**src/rtl/cpu_pkg.sv**
```systemverilog
//------------------------------------------------------------------------------
// Module  : cpu_pkg
// Brief   : Shared types and board constants for the CPU clock controller.
// Revision: 1.0
//------------------------------------------------------------------------------
`default_nettype none

package cpu_pkg;

  typedef enum logic [1:0] {
    STOPPED = 2'd0,
    RUN     = 2'd1,
    HALTED  = 2'd2
  } cpu_state_e;

  localparam int CLK_HZ              = 50_000_000;
  localparam int DEF_DEBOUNCE_CYCLES = 500_000;
  localparam int DEF_RUN_DIV         = 262_144;

  // Counter width that stays legal (>= 1 bit) for degenerate counts.
  function automatic int cnt_width(input int n);
    return (n > 1) ? $clog2(n) : 1;
  endfunction

endpackage

`default_nettype wire

```
**src/rtl/key_debounce.sv**
```systemverilog
//------------------------------------------------------------------------------
// Module  : key_debounce
// Brief   : Synchronises and debounces one active-low key; pulses on press.
// Revision: 1.0
//------------------------------------------------------------------------------
`default_nettype none

module key_debounce
  import cpu_pkg::*;
#(
  parameter int DEBOUNCE_CYCLES = DEF_DEBOUNCE_CYCLES
) (
  input  logic clk,
  input  logic reset,
  input  logic key_n,
  output logic press
);

  localparam int CNT_W = cnt_width(DEBOUNCE_CYCLES);
  localparam logic [CNT_W-1:0] c_cnt_last = CNT_W'(DEBOUNCE_CYCLES - 1);

  logic             r_meta;
  logic             r_sync;
  logic             r_stable;
  logic             r_press;
  logic [CNT_W-1:0] r_cnt;
  logic             w_accept;

  assign w_accept = (r_sync != r_stable) && (r_cnt == c_cnt_last);

  always_ff @(posedge clk or negedge reset) begin
    if (!reset) begin
      r_meta   <= 1'b1;
      r_sync   <= 1'b1;
      r_stable <= 1'b1;
      r_press  <= 1'b0;
      r_cnt    <= '0;
    end else begin
      r_meta  <= key_n;
      r_sync  <= r_meta;
      // Only a newly accepted low level is a press; releases are silent.
      r_press <= w_accept & ~r_sync;
      if (r_sync == r_stable) begin
        r_cnt <= '0;
      end else if (w_accept) begin
        r_stable <= r_sync;
        r_cnt    <= '0;
      end else begin
        r_cnt <= r_cnt + CNT_W'(1);
      end
    end
  end

  assign press = r_press;

endmodule

`default_nettype wire

```
**src/rtl/cpu_clk_ctrl.sv**
```systemverilog
//------------------------------------------------------------------------------
// Module  : cpu_clk_ctrl
// Brief   : RUN/STEP/HALT controller producing the CPU clock-enable tick.
// Revision: 1.0
//------------------------------------------------------------------------------
`default_nettype none

module cpu_clk_ctrl
  import cpu_pkg::*;
#(
  parameter int DEBOUNCE_CYCLES = DEF_DEBOUNCE_CYCLES,
  parameter int RUN_DIV         = DEF_RUN_DIV,
  parameter int TCNT_W          = 16
) (
  input  logic              clk,
  input  logic              reset,
  input  logic              key_run,
  input  logic              key_step,
  input  logic              cpu_hlt,
  output logic              tick,
  output logic              running,
  output logic              halted,
  output logic [TCNT_W-1:0] tick_count
);

  localparam int DIV_W = cnt_width(RUN_DIV);
  localparam logic [DIV_W-1:0] c_div_last = DIV_W'(RUN_DIV - 1);

  logic              w_run_press;
  logic              w_step_press;
  cpu_state_e        r_state;
  cpu_state_e        w_next_state;
  logic [DIV_W-1:0]  r_div;
  logic [DIV_W-1:0]  w_div_next;
  logic              w_tick_next;
  logic              r_tick;
  logic              r_running;
  logic              r_halted;
  logic [TCNT_W-1:0] r_tick_count;

  key_debounce #(
    .DEBOUNCE_CYCLES (DEBOUNCE_CYCLES)
  ) u_key_run (
    .clk   (clk),
    .reset (reset),
    .key_n (key_run),
    .press (w_run_press)
  );

  key_debounce #(
    .DEBOUNCE_CYCLES (DEBOUNCE_CYCLES)
  ) u_key_step (
    .clk   (clk),
    .reset (reset),
    .key_n (key_step),
    .press (w_step_press)
  );

  always_ff @(posedge clk or negedge reset) begin
    if (!reset) begin
      r_state <= STOPPED;
    end else begin
      r_state <= w_next_state;
    end
  end

  // Halt overrides every key event and any tick falling due the same cycle.
  always_comb begin
    w_next_state = r_state;
    w_tick_next  = 1'b0;
    w_div_next   = '0;
    if (cpu_hlt) begin
      w_next_state = HALTED;
    end else begin
      case (r_state)
        STOPPED: begin
          if (w_run_press) begin
            w_next_state = RUN;
          end else if (w_step_press) begin
            w_tick_next = 1'b1;
          end
        end
        RUN: begin
          if (w_run_press) begin
            w_next_state = STOPPED;
          end else if (r_div == c_div_last) begin
            w_tick_next = 1'b1;
          end else begin
            w_div_next = r_div + DIV_W'(1);
          end
        end
        HALTED: begin
          w_next_state = STOPPED;
        end
        default: begin
          w_next_state = STOPPED;
        end
      endcase
    end
  end

  always_ff @(posedge clk or negedge reset) begin
    if (!reset) begin
      r_div        <= '0;
      r_tick       <= 1'b0;
      r_running    <= 1'b0;
      r_halted     <= 1'b0;
      r_tick_count <= '0;
    end else begin
      r_div        <= w_div_next;
      r_tick       <= w_tick_next;
      r_running    <= (w_next_state == RUN);
      r_halted     <= (w_next_state == HALTED);
      r_tick_count <= r_tick_count + TCNT_W'(w_tick_next);
    end
  end

  assign tick       = r_tick;
  assign running    = r_running;
  assign halted     = r_halted;
  assign tick_count = r_tick_count;

endmodule

`default_nettype wire

```
**config.mk**
```make
export PLATFORM = sky130hd
export DESIGN_NAME = cpu_clk_ctrl
export DESIGN_NICKNAME = d
export VERILOG_FILES = /design/src/rtl/cpu_pkg.sv /design/src/rtl/key_debounce.sv /design/src/rtl/cpu_clk_ctrl.sv
export SDC_FILE = /design/constraint.sdc
export NUM_CORES = 1
export LEC_CHECK = 0
export CAP_MARGIN = 5
export CORE_MARGIN = 4
export CORE_UTILIZATION = 55
export CTS_CLUSTER_SIZE = 30
export DETAILED_ROUTE_END_ITERATION = 10
export GPL_TIMING_DRIVEN = 0
export PLACE_DENSITY = 0.82
export SLEW_MARGIN = 20
export SYNTH_ARGS = -nofsm -noshare
export SYNTH_HDL_FRONTEND = slang
export SYNTH_HIERARCHICAL = 1
export SYNTH_SLANG_ARGS = --single-unit
```
**constraint.sdc**
```tcl
create_clock -name clk -period 5.5 [get_ports clk]
set_input_delay 1.65 -clock clk [delete_from_list [all_inputs] [get_ports clk]]
set_output_delay 1.65 -clock clk [all_outputs]
set_load 0.03 [all_outputs]
```
==> results of run 1 <==
==> cells by family after synthesis <==
group                      Yosys count
buffers and inverters               15
AOI/OAI and AO/OA                   15
xor gates and xnor gates            60
DFF                                 85
and+or+nand+nor                    183
muxes                                4
adders and majority gates            5
==> state kept, by name, indices dropped and copies added (netlist names) <==
signal / flops
u_key_run/r_sync: 1
u_key_run/r_cnt: 19
u_key_step/r_sync: 1
u_key_step/r_stable: 1
r_div: 18
u_key_run/press: 1
halted: 1
u_key_run/r_meta: 1
tick_count: 16
running: 1
u_key_step/r_meta: 1
tick: 1
r_state: 2
u_key_step/r_cnt: 19
u_key_step/press: 1
u_key_run/r_stable: 1
==> worst reg2reg max path: stages (launching register included) <==
cell and delay (ns):
dfrtp_1 0.41, ha_1 0.28, nand4_4 0.16, or4_4 0.59, or3_1 0.38, o21ai_1 0.20
ha_1 0.26, ha_1 0.30, nand2_1 0.14, nor3_1 0.20, xor2_1 0.16
==> placed cells by master (no fill, tap or decap), types with 3 or more instances in the layout <==
| master | instances |
|---|---|
| clkbuf_8 | 10 |
| nand2_1 | 15 |
| dfstp_2 | 6 |
| nand4_1 | 16 |
| xnor2_1 | 50 |
| or4_4 | 4 |
| nor4_1 | 9 |
| nand4_4 | 3 |
| clkdlybuf4s50_1 | 22 |
| dfrtp_1 | 79 |
| nand3_1 | 30 |
| and3_1 | 4 |
| and2_1 | 3 |
| nand3b_1 | 3 |
| clkinvlp_4 | 3 |
| a21oi_1 | 6 |
| clkbuf_1 | 3 |
| xor2_1 | 10 |
| nor3_1 | 19 |
| nor2_1 | 55 |
| ha_1 | 5 |
| or2_2 | 4 |
| inv_1 | 10 |
==> routing by layer <==
| layer | GRT usage (%) | vias to the layer above |
|---|---|---|
| met3 | 3.54 | 16 |
| met1 | 24.6 | 1373 |
| met4 | 10.3 | 0 |
| met5 | 0 | - |
| met2 | 30.1 | 60 |
| li1 | - | 1358 |
==> layout make-up <==
type,instances,share of cell area (%)
Timing Repair Buffer,24,5.59
Clock buffer,11,3.10
Sequential cell,85,46.8
Tap cell,96,2.63
Multi-Input combinational cell,267,39.7
Buffer,5,0.630
Inverter,10,0.822
Clock inverter,5,0.795
==> worst min-delay path by stage <==
stage / depth (start not counted) / slack, ns / end
global route: 0 / 0.36 / u_key_step/r_sync$_DFF_PN1_
detailed placement: 0 / 0.35 / u_key_run/r_sync$_DFF_PN1_
CTS: 0 / 0.36 / u_key_run/r_sync$_DFF_PN1_
global placement: 0 / 0.35 / u_key_step/r_sync$_DFF_PN1_
floorplan: 0 / 0.35 / u_key_run/r_sync$_DFF_PN1_
finish: 0 / 0.36 / u_key_run/r_sync$_DFF_PN1_
==> power by group through the flow <==
stage	Combinational, mW	Sequential [mW]	Clock [mW]
final	0.0329	0.638	0.395
after detailed placement	0.0342	0.650	0
after global routing	0.0380	0.639	0.433
after floorplan	0.0122	0.650	0
after global placement	0.0309	0.650	0
after CTS	0.0343	0.638	0.407
==> flow_metrics.tcl, run 1 <==
set metrics [dict create \
    required_ns 5.78 \
    area_growth_pct 13.8 \
    power_mw 1.07 \
    clockPowerShare_pct 37.1 \
    synth_edf_count 0 \
    multiInputGateArea_um2 1810 \
    tightest_slew_ns 0.539 \
    reg2reg_setup_slack_ns 2.34 \
    comb_power_share_pct 3.1 \
    dr.max_layer_used "met4" \
    fin_cells 503 \
    routed_wl_um 7230 \
    slew_viol_final 0 \
    post_synth.cell_area_avg_um2 10.9 \
    place_area_um2 4390 \
    cts_hold_buf 0 \
    endpoint_kind "flip-flop" \
    worstSetupStartpointType "primary input" \
    nets 412 \
    synth_area_um2 4010 \
    synth_cell_type_count 39 \
    ios 24 \
    hp-start "u_key_run/r_meta$_DFF_PN1_" \
    rsz0062_at_grt "false" \
    grtUsageTotal_pct 19.0 \
    fmax_ghz 0.285 \
    initialDrtViolationCount 97 \
    cts_buffers 9 \
    setup_viol 0 \
    finalSetupTns_ns 0 \
    reg2reg_from "r_div[0]$_DFF_PN0_" \
    met1_length_um 3340 \
    die_x_um 93.4 \
    syn_inst 367 \
    relSlewSlack_pct 63.7 \
    critical-path-top-delay-family "simple AND/OR/NAND/NOR gates" \
    critPathKind "in -> reg" \
    p_switching_mw 0.247 \
    grt_start_max_net_pins 52 \
    grt_pass1_wl_um 12900 \
    path_max_fanout 5 \
    synthFlopType "dfrtp_1" \
    p_int_mw 0.819 \
    antenna_left 0 \
    async_flop_share_pct 100 \
    synth_fp_nets 377 \
    muxShareOfSynthArea_pct 1.25 \
    fin_area_um2 4560 \
    synth_top_family_by_area "simple AND/OR/NAND/NOR gates" \
    synth_most_common_cell "dfrtp_1" \
    cts_setup_buffers 0 \
    synth-seq-cells 85 \
    clock_path_buffers 2 \
    ir_drop_uv 120 \
    die-area_um2 8720 \
    path_cells "clkdlybuf4s50_1 > nor3_1 > nand2_1 > o21ai_1 > ha_1 > ha_1 > nand2_1 > nor3_1 > xor2_1" \
    drive_gt1_share_pct 12.8 \
    synth_xor_area_share_pct 13.1 \
    cp.depth 9 \
    swShare_pct 23.2 \
    fin_crit_ns 3.51 \
    status "completed" \
    critPathLaunch "cpu_hlt" \
    grt_pass1_vias 2818 \
    critPathBufInv 1 \
    r2r_end "tick_count[14]$_DFF_PN0_" \
    critPathCapture "tick_count[14]$_DFF_PN0_" \
    fin_util_pct 65.7 \
    drc 0 \
    hpwl_um 5110 \
    fill_cells 522 \
    ys_seq_area_share_pct 53.2 \
    grt_overflow 0 \
    synth_top_area_share_pct 49.3 \
    cts_root_buffer "clkbuf_8" \
    synth_compound_area_share_pct 3.56 \
    post_cts_resized 0 \
    post-route-period-util_pct 63.8 \
    port-buffer-count 23 \
    antenna_found_initial 0 \
    core-area_um2 6940 \
    finalHoldViolCount 0 \
    seq_area_um2 2130 \
    row_count 30 \
    hold_path_class "reg -> reg" \
    timing.final.ws_setup_ns 1.99 \
    worstRegToRegCells 10 \
    synthSimpleGateAreaFrac_pct 25.7 \
    wl_per_cell_um 14.4 \
    numClockSinks 85 \
    crit_slowest_cell "clkdlybuf4s50_1" \
    routed-wl-met2_um 3460 \
    maxCapViolCount 0 \
    route.vias.total 2807 \
    arrival_ns 3.79 \
    dr.pass1.iters 5 \
    dp.cells 487 \
    synth_area_leaders "dfrtp_1 49%, xnor2_1 11%, nor2_1 5.1%" \
    synth.top_cells.by_count "79 x dfrtp_1, 55 x nor2_1, 50 x xnor2_1, 30 x nand3_1, 19 x nor3_1" \
    hold-worst-slack_ns 0.358 \
    num_antenna_cells 0 \
    clk_pin_slew_ns 0.08 \
    post-place-ws_ns 1.62 \
    p_leak_nw 1.80 \
    ys_warn_count 6 \
    start_util_pct 57.8 \
    gp_congestion 0.819 \
    p_per_area_nw_per_um2 234 \
    p_seq_share_pct 59.8 \
    clock_latency_ns 0.36 \
    netlist.top_cell.by_area "dfrtp_1" \
    cp_slowest_stage_delay_ns 0.49 \
    cts_tree "done" \
    synth-adder-area-share_pct 1.56 \
    cts.htree.levels 3 \
    vias_per_cell 5.58 \
    skew_ns 0.00733 \
    fp.dieH_um 93.4 \
    met3RoutedLength_um 237 \
]
Note: power is estimated with default switching activity, not from simulation.
==> run 2, diff against run 1 <==
==> constraint.sdc (replaced) <==
create_clock -name clk -period 3.5 [get_ports clk]
set_input_delay 1.05 -clock clk [delete_from_list [all_inputs] [get_ports clk]]
set_output_delay 1.05 -clock clk [all_outputs]
set_load 0.03 [all_outputs]
==> results of run 2 <==
The final DEF is identical to that of run 1. Status: completed.
Among the figures that moved: setup slack after placement 1.62 ns -> 0.216 ns; setup slack after layout 1.99 ns -> 0.339 ns; start point of the critical path cpu_hlt -> r_div[0]$_DFF_PN0_; register-to-register setup slack 2.34 ns -> 0.34 ns; total power 1.07 mW -> 1.68 mW; worst IR drop on VDD 120 uV -> 189 uV
==> run 3, diff against run 2 <==
--- a/config.mk
+++ b/config.mk
@@ -5,7 +5,6 @@
 export SDC_FILE = /design/constraint.sdc
 export NUM_CORES = 1
 export LEC_CHECK = 0
-export CAP_MARGIN = 5
 export CORE_MARGIN = 4
 export CORE_UTILIZATION = 55
 export CTS_CLUSTER_SIZE = 30
==> results of run 3 <==
The final DEF is identical to that of run 1. Status: completed.
Among the figures that moved: setup slack after placement 1.62 ns -> 0.216 ns; setup slack after layout 1.99 ns -> 0.339 ns; start point of the critical path cpu_hlt -> r_div[0]$_DFF_PN0_; register-to-register setup slack 2.34 ns -> 0.34 ns; total power 1.07 mW -> 1.68 mW; worst IR drop on VDD 120 uV -> 189 uV
